**config.mk**
```make
export PLATFORM = sky130hd
export DESIGN_NAME = mem_line_responder_flat
export DESIGN_NICKNAME = d
export VERILOG_FILES = /design/src/rtl/mem_line_if.sv /design/src/rtl/mem_line_responder.sv /design/src/flat_wrapper.sv
export SDC_FILE = /design/constraint.sdc
export NUM_CORES = 1
export LEC_CHECK = 0
export ABC_AREA = 1
export BUFFER_PORTS_ARGS = -buffer_cell sky130_fd_sc_hd__clkbuf_2
export CORE_MARGIN = 3
export CORE_UTILIZATION = 35
export DETAILED_ROUTE_END_ITERATION = 16
export GPL_ROUTABILITY_DRIVEN = 0
export PLACE_DENSITY = 0.83
export SLEW_MARGIN = 15
export SYNTH_ARGS = -nofsm -noshare
export SYNTH_HDL_FRONTEND = slang
export SYNTH_SLANG_ARGS = --single-unit
export TNS_END_PERCENT = 1
```
**constraint.sdc**
```tcl
create_clock -name clk -period 1.3 [get_ports clk]
set_input_delay 0.26 -clock clk [delete_from_list [all_inputs] [get_ports clk]]
set_output_delay 0.26 -clock clk [all_outputs]
set_load 0.005 [all_outputs]
```
**src/rtl/mem_line_if.sv**
```systemverilog
// Cache-line transfer bundle between a cache, the line responder and a
// single-ported word memory. The slave modport is the responder's view;
// the master modport is the cache/memory environment's view.
interface mem_line_if #(
  parameter int AW = 30
);
  // Cache request side
  logic          req_valid;
  logic          req_write;
  logic [AW-1:0] req_addr;
  logic          req_ready;
  // Writeback data path (cache presents wr_data for wr_word_idx)
  logic [2:0]    wr_word_idx;
  logic [31:0]   wr_data;
  // Fill data path
  logic          rd_valid;
  logic [2:0]    rd_word_idx;
  logic [31:0]   rd_data;
  logic          done;
  // Memory port
  logic          mem_en;
  logic          mem_we;
  logic [AW-1:0] mem_addr;
  logic [31:0]   mem_wdata;
  logic [31:0]   mem_rdata;

  modport slave (
    input  req_valid, req_write, req_addr, wr_data, mem_rdata,
    output req_ready, wr_word_idx, rd_valid, rd_word_idx, rd_data, done,
           mem_en, mem_we, mem_addr, mem_wdata
  );

  modport master (
    output req_valid, req_write, req_addr, wr_data, mem_rdata,
    input  req_ready, wr_word_idx, rd_valid, rd_word_idx, rd_data, done,
           mem_en, mem_we, mem_addr, mem_wdata
  );
endinterface

```
**src/rtl/mem_line_responder.sv**
```systemverilog
// Moves one 8-word cache line between a cache and a word memory.
// Writebacks stream words 0..7 straight from the cache to memory; fills
// issue 8 reads and forward each word to the cache the cycle after.
// Optional feature: define MEM_RESP_CWF_EN for critical-word-first fills
// (fill order starts at req_addr[2:0]); otherwise fills run 0..7.
module mem_line_responder #(
  parameter int AW = 30
) (
  input  logic        clk,
  input  logic        rst_n,
  mem_line_if.slave   bus
);

  typedef enum logic [2:0] {
    IDLE      = 3'd0,
    WRITE     = 3'd1,
    READ      = 3'd2,
    READ_TAIL = 3'd3,
    DONE      = 3'd4
  } state_e;

  state_e        state_q, state_d;
  logic [2:0]    k_q, k_d;            // beat counter
  logic [2:0]    start_q, start_d;    // first word of a fill
  logic [AW-4:0] line_q, line_d;      // latched line address
  logic          rd_valid_q;
  logic [2:0]    rd_idx_q;
  logic [2:0]    rd_idx;

  // Fill word index wraps within the line (7 + 1 = 0).
  assign rd_idx = start_q + k_q;

`ifndef MEM_RESP_CWF_EN
  // Word-select bits of the request address play no part without CWF.
  logic unused_word_sel;
  assign unused_word_sel = ^bus.req_addr[2:0];
`endif

  // State, beat counter and request latches.
  // NOTE: sequential state uses non-blocking assignments so every register
  // samples its pre-edge value, independent of statement order.
  always_ff @(posedge clk or negedge rst_n) begin
    if (!rst_n) begin
      state_q <= IDLE;
      k_q     <= 3'd0;
      start_q <= 3'd0;
      line_q  <= '0;
    end else begin
      state_q <= state_d;
      k_q     <= k_d;
      start_q <= start_d;
      line_q  <= line_d;
    end
  end

  // Fill delivery: memory answers one cycle after a read beat, so the slot
  // index and valid flag are delayed by one register stage to line up.
  always_ff @(posedge clk or negedge rst_n) begin
    if (!rst_n) begin
      rd_valid_q <= 1'b0;
      rd_idx_q   <= 3'd0;
    end else begin
      rd_valid_q <= (state_q == READ);
      rd_idx_q   <= (state_q == READ) ? rd_idx : 3'd0;
    end
  end

  assign bus.rd_valid    = rd_valid_q;
  assign bus.rd_word_idx = rd_idx_q;
  assign bus.rd_data     = rd_valid_q ? bus.mem_rdata : 32'd0;

  // Next-state logic and memory/handshake outputs.
  // NOTE: every signal gets a default before the case so no path leaves a
  // value unassigned, which would otherwise infer a latch.
  always_comb begin
    state_d         = state_q;
    k_d             = k_q;
    start_d         = start_q;
    line_d          = line_q;
    bus.req_ready   = 1'b0;
    bus.wr_word_idx = 3'd0;
    bus.done        = 1'b0;
    bus.mem_en      = 1'b0;
    bus.mem_we      = 1'b0;
    bus.mem_addr    = '0;
    bus.mem_wdata   = 32'd0;

    unique case (state_q)
      IDLE: begin
        bus.req_ready = 1'b1;
        if (bus.req_valid) begin
          line_d  = bus.req_addr[AW-1:3];
          k_d     = 3'd0;
`ifdef MEM_RESP_CWF_EN
          start_d = bus.req_write ? 3'd0 : bus.req_addr[2:0];
`else
          start_d = 3'd0;
`endif
          state_d = bus.req_write ? WRITE : READ;
        end
      end
      WRITE: begin
        bus.mem_en      = 1'b1;
        bus.mem_we      = 1'b1;
        bus.wr_word_idx = k_q;
        bus.mem_addr    = {line_q, k_q};
        bus.mem_wdata   = bus.wr_data;
        k_d             = k_q + 3'd1;
        if (k_q == 3'd7) state_d = DONE;
      end
      READ: begin
        bus.mem_en   = 1'b1;
        bus.mem_addr = {line_q, rd_idx};
        k_d          = k_q + 3'd1;
        if (k_q == 3'd7) state_d = READ_TAIL;
      end
      READ_TAIL: begin
        state_d = DONE;
      end
      DONE: begin
        bus.done = 1'b1;
        state_d  = IDLE;
      end
      default: begin
        state_d = IDLE;
      end
    endcase
  end

endmodule

```
**src/flat_wrapper.sv**
```systemverilog
// flat-port wrapper written by rule: the top's interface ports become plain ports
module mem_line_responder_flat 
#(
  parameter int AW = 30
)
  (clk, rst_n, bus_req_valid, bus_req_write, bus_req_addr, bus_wr_data, bus_mem_rdata, bus_req_ready, bus_wr_word_idx, bus_rd_valid, bus_rd_word_idx, bus_rd_data, bus_done, bus_mem_en, bus_mem_we, bus_mem_addr, bus_mem_wdata);
  mem_line_if #(.AW(AW)) bus_i ();
  input  logic clk;
  input  logic rst_n;
  input wire logic [$bits(bus_i.req_valid)-1:0] bus_req_valid;
  input wire logic [$bits(bus_i.req_write)-1:0] bus_req_write;
  input wire logic [$bits(bus_i.req_addr)-1:0] bus_req_addr;
  input wire logic [$bits(bus_i.wr_data)-1:0] bus_wr_data;
  input wire logic [$bits(bus_i.mem_rdata)-1:0] bus_mem_rdata;
  output wire logic [$bits(bus_i.req_ready)-1:0] bus_req_ready;
  output wire logic [$bits(bus_i.wr_word_idx)-1:0] bus_wr_word_idx;
  output wire logic [$bits(bus_i.rd_valid)-1:0] bus_rd_valid;
  output wire logic [$bits(bus_i.rd_word_idx)-1:0] bus_rd_word_idx;
  output wire logic [$bits(bus_i.rd_data)-1:0] bus_rd_data;
  output wire logic [$bits(bus_i.done)-1:0] bus_done;
  output wire logic [$bits(bus_i.mem_en)-1:0] bus_mem_en;
  output wire logic [$bits(bus_i.mem_we)-1:0] bus_mem_we;
  output wire logic [$bits(bus_i.mem_addr)-1:0] bus_mem_addr;
  output wire logic [$bits(bus_i.mem_wdata)-1:0] bus_mem_wdata;
  assign bus_i.req_valid = bus_req_valid;
  assign bus_i.req_write = bus_req_write;
  assign bus_i.req_addr = bus_req_addr;
  assign bus_i.wr_data = bus_wr_data;
  assign bus_i.mem_rdata = bus_mem_rdata;
  assign bus_req_ready = bus_i.req_ready;
  assign bus_wr_word_idx = bus_i.wr_word_idx;
  assign bus_rd_valid = bus_i.rd_valid;
  assign bus_rd_word_idx = bus_i.rd_word_idx;
  assign bus_rd_data = bus_i.rd_data;
  assign bus_done = bus_i.done;
  assign bus_mem_en = bus_i.mem_en;
  assign bus_mem_we = bus_i.mem_we;
  assign bus_mem_addr = bus_i.mem_addr;
  assign bus_mem_wdata = bus_i.mem_wdata;
  mem_line_responder #(.AW(AW)) u_core (.clk(clk), .rst_n(rst_n), .bus(bus_i));
endmodule
```
Word-level counts from Yosys, hierarchy flattened. Index checks and enable logic that the tools add are counted.

Register bits: 37. Output and inout port bits: 105. Word-level logic and storage cells: 36.

Add/sub/neg operators: 1. Equality and inequality tests: 8. Muxes and demuxes: 16. Reductions and logical operators: 6.

Operators with widths (number): $mux 32 (2); $mux 30 (1); $mux 3 (6); $pmux 3 s4 (1); $eq 3x2->1 const B (2); $eq 3x3->1 const B (2); $pmux 3 s2 (1); $mux 1 (4); $ne 2x2->1 const B (2); $reduce_and 2->1 (2); $add 3x1->3 const B (1); $eq 3x1->1 const B (1); $logic_not 3->1 (1); $reduce_and 3->1 (1); $mux 2 (1); $ne 2x1->1 const B (1); $reduce_bool 2->1 (1); $reduce_or 2->1 (1).

Logic depth before layout (Yosys ltp). Gate-level depths: netlist of run 1.

Word-level depth: 4. Depth in mapped cells: 8. Gate-level depth less buffers: 7.

Least setup slack after synthesis of run 1. Ideal clock, no wire load.

Path kind: register to output. From: register u_core.state_q[0]. To: output port bus_mem_addr[1]. Arrival time: 1067 ps. Required time: 1040 ps. Path slack: -27 ps. Stages on the path, launching flop included: 7. Path buffers: 1. Cell sequence: dfrtp_1 -> nor2_1 -> nand2_4 -> nand2_4 -> inv_2 -> buf_6 -> nor2_1.

Cells in the longest elaborated chain, start to end: 3. Elaborated cells between the ends (all ways): 4. Those cells by class: 2 x eq/ne; 1 x mux; 1 x reduce/logical.

Ends and longest elaborated chain: start, declared (line mem_line_responder.sv:22) `state_e state_q, state_d;`; start signal, assigned (line mem_line_responder.sv:49) `state_q <= state_d;`; $eq 3x1->1 or $eq 3x2->1 (tied branches) (line mem_line_responder.sv:88) `unique case (state_q)`; $reduce_or 2->1 (no line) (*); $mux 30 (*); end, declared (line flat_wrapper.sv:23) `output wire logic [$bits(bus_i.mem_addr)-1:0] bus_mem_addr;`.

Every way passes the cells marked *; elsewhere a longest branch is shown, timed or not.

Worst setup path in the final report of run 1.
From: register u_core.state_q[1]. To: output port bus_mem_addr[8].

Same word-level chain as after synthesis.

==> results of run 1 <==
==> state kept, by name (all words and copies together), names as in the netlist <==
register and cells:
u_core.line_q 27, u_core.bus.rd_word_idx 3, u_core.k_q 3, u_core.state_q 3, u_core.bus.rd_valid 1
==> power by group through the flow <==
stage	combinational (mW)	clock, mW	sequential [mW]
final	5.09	0.895	1.99
after global routing	5.72	0.959	2.05
after CTS	4.97	0.904	1.99
after detailed placement	4.48	0	1.99
after global placement	4.35	0	1.97
after floorplan	2.77	0	1.95
==> metal layers <==
layer	vias up	GRT usage, %
met5	-	0
met4	0	6.044
met3	11	3.724
met2	139	32.49
met1	1252	21.53
li1	1458	-
==> worst register-to-register path, cell delays in order, from the launching register on <==
cell and delay (ps):
dfrtp_1 430, buf_4 160, inv_2 60, nand2_4 50, nor2_4 130, buf_6 160
buf_4 120, buf_12 120, nand3_1 70, nand2_1 70
==> repair_timing <==
action,CTS,global route
pin swaps,1,2
resized for setup,29,50
buffers inserted,4,0
setup endpoints to repair,133,133
cloned,1,0
==> cells by family (layout without fill, tap and decap cells) <==
kind of cell / after synthesis / in the layout / synth area share, %
buf+inv: 121 / 332 / 22.28
fa+ha+maj: 2 / 2 / 1.051
flops: 37 / 37 / 38.89
simple gates: 210 / 210 / 37.26
compound gates: 2 / 2 / 0.5254
==> worst paths after layout <==
kind,to,slack (ps),cells past startpoint
max,bus_mem_addr[8],-370,6
min reg2reg,u_core.line_q[1],480,2
min,u_core.state_q[2],7,2
max in group asynchronous,u_core.state_q[1],940,2
max reg2reg,u_core.line_q[14],-140,9
min in group clk,u_core.line_q[17],200,3
==> through the flow <==
stage,setup TNS [ps],instances,worst slack [ps]
2_1_floorplan,-454.9,372,-22.75
3_3_place_gp,-10250,647,-147.8
3_5_place_dp,-13030,647,-211.3
4_1_cts,-27360,660,-364.4
5_1_grt,-36100,660,-449.8
6_report,-26300,660,-373.2
==> cell usage after synthesis <==
library cell	instances
buf_4	4
nor2_4	1
nor2_2	2
nand3_2	1
buf_2	4
o211ai_1	1
nor2_1	69
ha_1	2
nand2_1	100
dfrtp_1	37
inv_1	99
a21oi_1	1
nand3_1	29
buf_8	1
nand2_4	5
clkbuf_1	3
buf_6	6
inv_2	4
nand2_2	2
nor3_1	1
==> cell type report <==
cell class	count	area share (%)
Inverter	103	10.40
Timing Repair Buffer	221	32.25
Clock inverter	1	0.1321
Multi-Input combinational cell	214	27.67
Sequential cell	37	24.46
Clock buffer	7	2.542
Tap cell	77	2.542
==> results.md, run 1 <==
* Metal3 WL at 732 um
* R2R Path Start: u_core.state_q[0]
* Via density at 4.333
* Worst Setup SP: u_core.state_q[1]
* Max Clock Freq at 597.6 MHz
* Power Density at 2104 mW/mm2
* Syn avg cell area at 6.401 um2
* DR iter-0 viols at 47
* Final setup vio count at 131
* Crit. End Element: output port
* Drt first pass iters at 4
* Maximum number of pins on one net before global-route repair at 38
* CTS Buffer Depth at 2
* Starting Density at 36.87%
* Overflow after GRT at 0
* CP arrival at 1410 ps
* Routed wire length at 7628 um
* Gr usage total at 18.12%
* Metal2 WL at 3842 um
* Tightest Hold Check Type: input port to asynchronous set/reset pin
* Min Tclk post-route at 1673 ps
* # port buffers at 199
* Finished Core Util at 58.68%
* Yosys top cell area share at 38.89%
* Yosys reg bits at 37
* Worst-margin pin slew at 480.0 ps
* Failing checks: setup timing
* Max FO, Critical Path at 30
* H-tree Lvls at 2
* Highest metal used: met4
* Number of global-route vias before repair at 2538
* Antenna-violating nets left at 0
* Multi-input gate area at 0.001049 mm2
* Antenna cells at 0
* Pwr Total at 7.974 mW
* Status: complete, but fails checks
* Initial antenna violation count at 0
* CTS sink count at 37
* Layout fillers at 600
* Gate power share at 63.8%
* DIE AREA at 0.007829 mm2
* Row cnt at 29
* Root Buffer: clkbuf_8
* Drt wl/cell at 11.56 um
* Placed cell area at 0.003485 mm2
* CP peak stage delay at 440 ps
* Yosys warns at 0
* Area Overhead vs Synth at 59.17%
* Nets at 682
* Hold Worst Slack at 7.388 ps
* I/O pin total at 203
* Die width at 88.48 um
* Core footprint at 0.006459 mm2
* Register area share after synthesis at 38.89%
* Leading area contributor after synthesis: dfrtp_1
* Final hold vios at 0
* Final Slew Violations at 0
* Share of power burned in the clock network at 11.2%
* CTS tree: built
* Num CTS Buffers at 5
* CP Class: flop to output port
* Critical path, cell by cell: inv_2 -> nand3_4 -> nand2_4 -> inv_8 -> nor2_1 -> clkbuf_2
* DR vias at 2860
* Worst Skew at 9.067 ps
* Met1 wire length at 2938 um
* Internal power at 4.368 mW
* Layout cells sized above 1 at 49.40%
* Seq. cell area at 927.1 um2
* CP bufs+invs at 3
* First-pass GRT wire length at 11250 um
* CP max-delay cell: dfrtp_2
* Clk_lat worst skew at 290 ps
* Switching pwr at 3.606 mW
* Most frequent cells in the layout: clkbuf_2 (173), nand2_1 (100), inv_1 (98)
* HPWL reported at the end of detailed placement at 5895 um
* DRC viols at 0
* CP delay by family, top: flip-flops
* MaxCap Viol Count at 0
* VDD IR-drop max at 1.312 mV
* Post-Synthesis Cell Area at 0.002381 mm2
* Chip height at 88.48 um
* Slew headroom at 68.00%
* Synth top area cells: dfrtp_1 (39%), nand2_1 (16%), inv_1 (16%)
* Finished Cell Area at 0.003790 mm2
* Synthesized instance count at 372
* CP Data Required Time at 1040 ps
* Period utilisation layout at 128.7%
* Commonest non-fill, non-tap cell in the layout: clkbuf_2
* Final WS setup at -373.2 ps
* LEAKAGE at 2.660 nW
* Post-synth net total at 472
* Unrepaired setup endpoints after global routing: true
* Flop pwr share at 25.0%
* Startpoint Class: flop
* Clk slew on worst S/H paths at 80 ps
* CTS Hold Bufs at 0
* Number of library cell types mapped by synthesis at 20
* Switching Fraction at 45.22%
Power figures use the tool's default switching activity.
==> run 2, diff against run 1 <==
Settings changed: CORE_ASPECT_RATIO set to 1.2, SLEW_MARGIN 15 to 5.
==> run 2 against run 1 <==
The run still ends with setup timing left. Total power rose by 14%. Wire length rose by 14%. Global-route usage rose by 2.0 points. Clock skew rose by 1.8 ps. Clock power fell by 10%. Via count rose by 4.9%. Largest cell class unchanged. Largest power group unchanged. Highest routed layer is now met5.
==> results.md, run 2 (synthesis gave the netlist of run 1 again) <==
* First-pass GRT wire length at 12010 um
* Chip height at 96.35 um
* Unrepaired setup endpoints after global routing: true
* Drt first pass iters at 4
* DIE AREA at 0.007833 mm2
* # port buffers at 199
* MaxCap Viol Count at 0
* Worst Reg-to-Reg Cells at 9
* Pwr Total at 9.056 mW
* Core footprint at 0.006526 mm2
* Final setup vio count at 132
* Commonest non-fill, non-tap cell in the layout: clkbuf_2
* CTS tree: built
* Max Clock Freq at 581.6 MHz
* CTS sink count at 37
* Antenna-violating nets left at 0
* Crit. End Element: output port
* Biggest register: u_core.line_q
* Row cnt at 32
* CP Class: flop to output port
* CTS Buffer Depth at 2
* Clk_lat worst skew at 290 ps
* Nets at 691
* Worst Skew at 10.91 ps
* Routed wire length at 8667 um
* DRC viols at 0
* Maximum number of pins on one net before global-route repair at 38
* Root Buffer: clkbuf_8
* Overflow after GRT at 0
* DR vias at 2999
* Min Tclk post-route at 1720 ps
* Clk slew on worst S/H paths at 80 ps
* Via density at 4.410
* Max FO, Critical Path at 7
* Setup TNS at -30770 ps
* CP Data Required Time at 1040 ps
* Failing checks: setup timing
* Die width at 81.30 um
* Initial antenna violation count at 4
* Drt wl/cell at 12.75 um
* Final hold vios at 0
* Number of global-route vias before repair at 2569
* Worst Setup SP: u_core.state_q[0]
* H-tree Lvls at 2
* Max reg flops at 27
* Worst-margin pin slew at 481.5 ps
* Finished Layout Cells at 680
* Reg2reg end: u_core.line_q[23]
* Final Slew Violations at 0
* Area Overhead vs Synth at 69.57%
* Gr usage total at 20.13%
* Tightest Hold Check Type: input port to asynchronous set/reset pin
* Final WS setup at -419.5 ps
* Setup WS pre-CTS at -152.6 ps
* LEAKAGE at 2.731 nW
* Status: complete, but fails checks
* VDD IR-drop max at 1.246 mV
* R2r setup slk at -180 ps
* I/O pin total at 203
* HPWL reported at the end of detailed placement at 6616 um
* DR iter-0 viols at 91
* CP arrival at 1460 ps
* Startpoint Class: flop
* Hold Worst Slack at 13.47 ps
* R2R Path Start: u_core.state_q[0]
* Inst Count DP at 661
* Num CTS Buffers at 5
* Period utilisation layout at 132.3%
* Starting Density at 36.48%
* Most frequent cells in the layout: clkbuf_2 (163), nand2_1 (100), inv_1 (97)
* Slew headroom at 67.90%
* Power Density at 2243 mW/mm2
* Layout cells sized above 1 at 51.01%
==> run 2: cell types whose count changed in the layout (fill, tap and decap cells not counted), sizes merged <==
cell      delta
clkbuf       -9
clkinv       -1
clkinvlp     +3
buf         +16
diode        +3
==> run 2: metrics by stage <==
step	instance area, um2	utilization [%]
after floorplan	2384	-
after detailed placement	3577	54.81
after CTS	3842	58.88
after global placement	3577	54.81
after global routing	4033	61.79
final	4038	61.87
==> run 2: final cells by class <==
class | count | area, um2
Fill cell | 575 | 2489
Timing Repair Buffer | 230 | 1406
Multi-Input combinational cell | 214 | 1109
Sequential cell | 37 | 925.9
Inverter | 103 | 391.6
Tap cell | 85 | 106.4
Clock buffer | 5 | 68.82
Clock inverter | 3 | 22.52
Antenna cell | 3 | 7.507
==> run 2: per-layer routing <==
metal / up-vias / wire length, um / track usage (%) / part of all wire (%)
met3: 14 / 1268 / 10.30 / 15
met4: 6 / 108 / 3.944 / 1.2
met2: 176 / 4105 / 34.04 / 47
met5: - / 46 / 0 / 0.53
li1: 1482 / - / - / -
met1: 1321 / 3138 / 22.67 / 36
==> run 2: timing repair <==
item	CTS	global route
hold endpoints to repair	0	0
resized for setup	37	73
cloned	1	2
hold buffers	0	0
setup endpoints to repair	128	133
setup buffers	4	1
pin swaps	2	4
==> run 2: how the worst max path moves through the flow <==
stage,end,slack [ps]
final,bus_mem_addr[27],-420
after global routing,bus_mem_addr[18],-480
after CTS,bus_mem_wdata[28],-390
after detailed placement,bus_mem_wdata[26],-150
after global placement,u_core.line_q[17],-90
after floorplan,bus_mem_wdata[10],-20
==> run 2: critical path, stage by stage (launching register included) <==
cell and delay, ps:
dfrtp_1 430, nor2_2 170, nand2_4 80, nand2_4 80, inv_6 60, clkbuf_16 170
nor2_4 80, clkbuf_2 110
==> run 2: where the power goes <==
group	leakage [nW]	internal (mW)	switching [mW]
Clock	0.0364	0.376	0.428
Sequential	0.467	1.67	0.313
Combinational	2.23	2.94	3.33
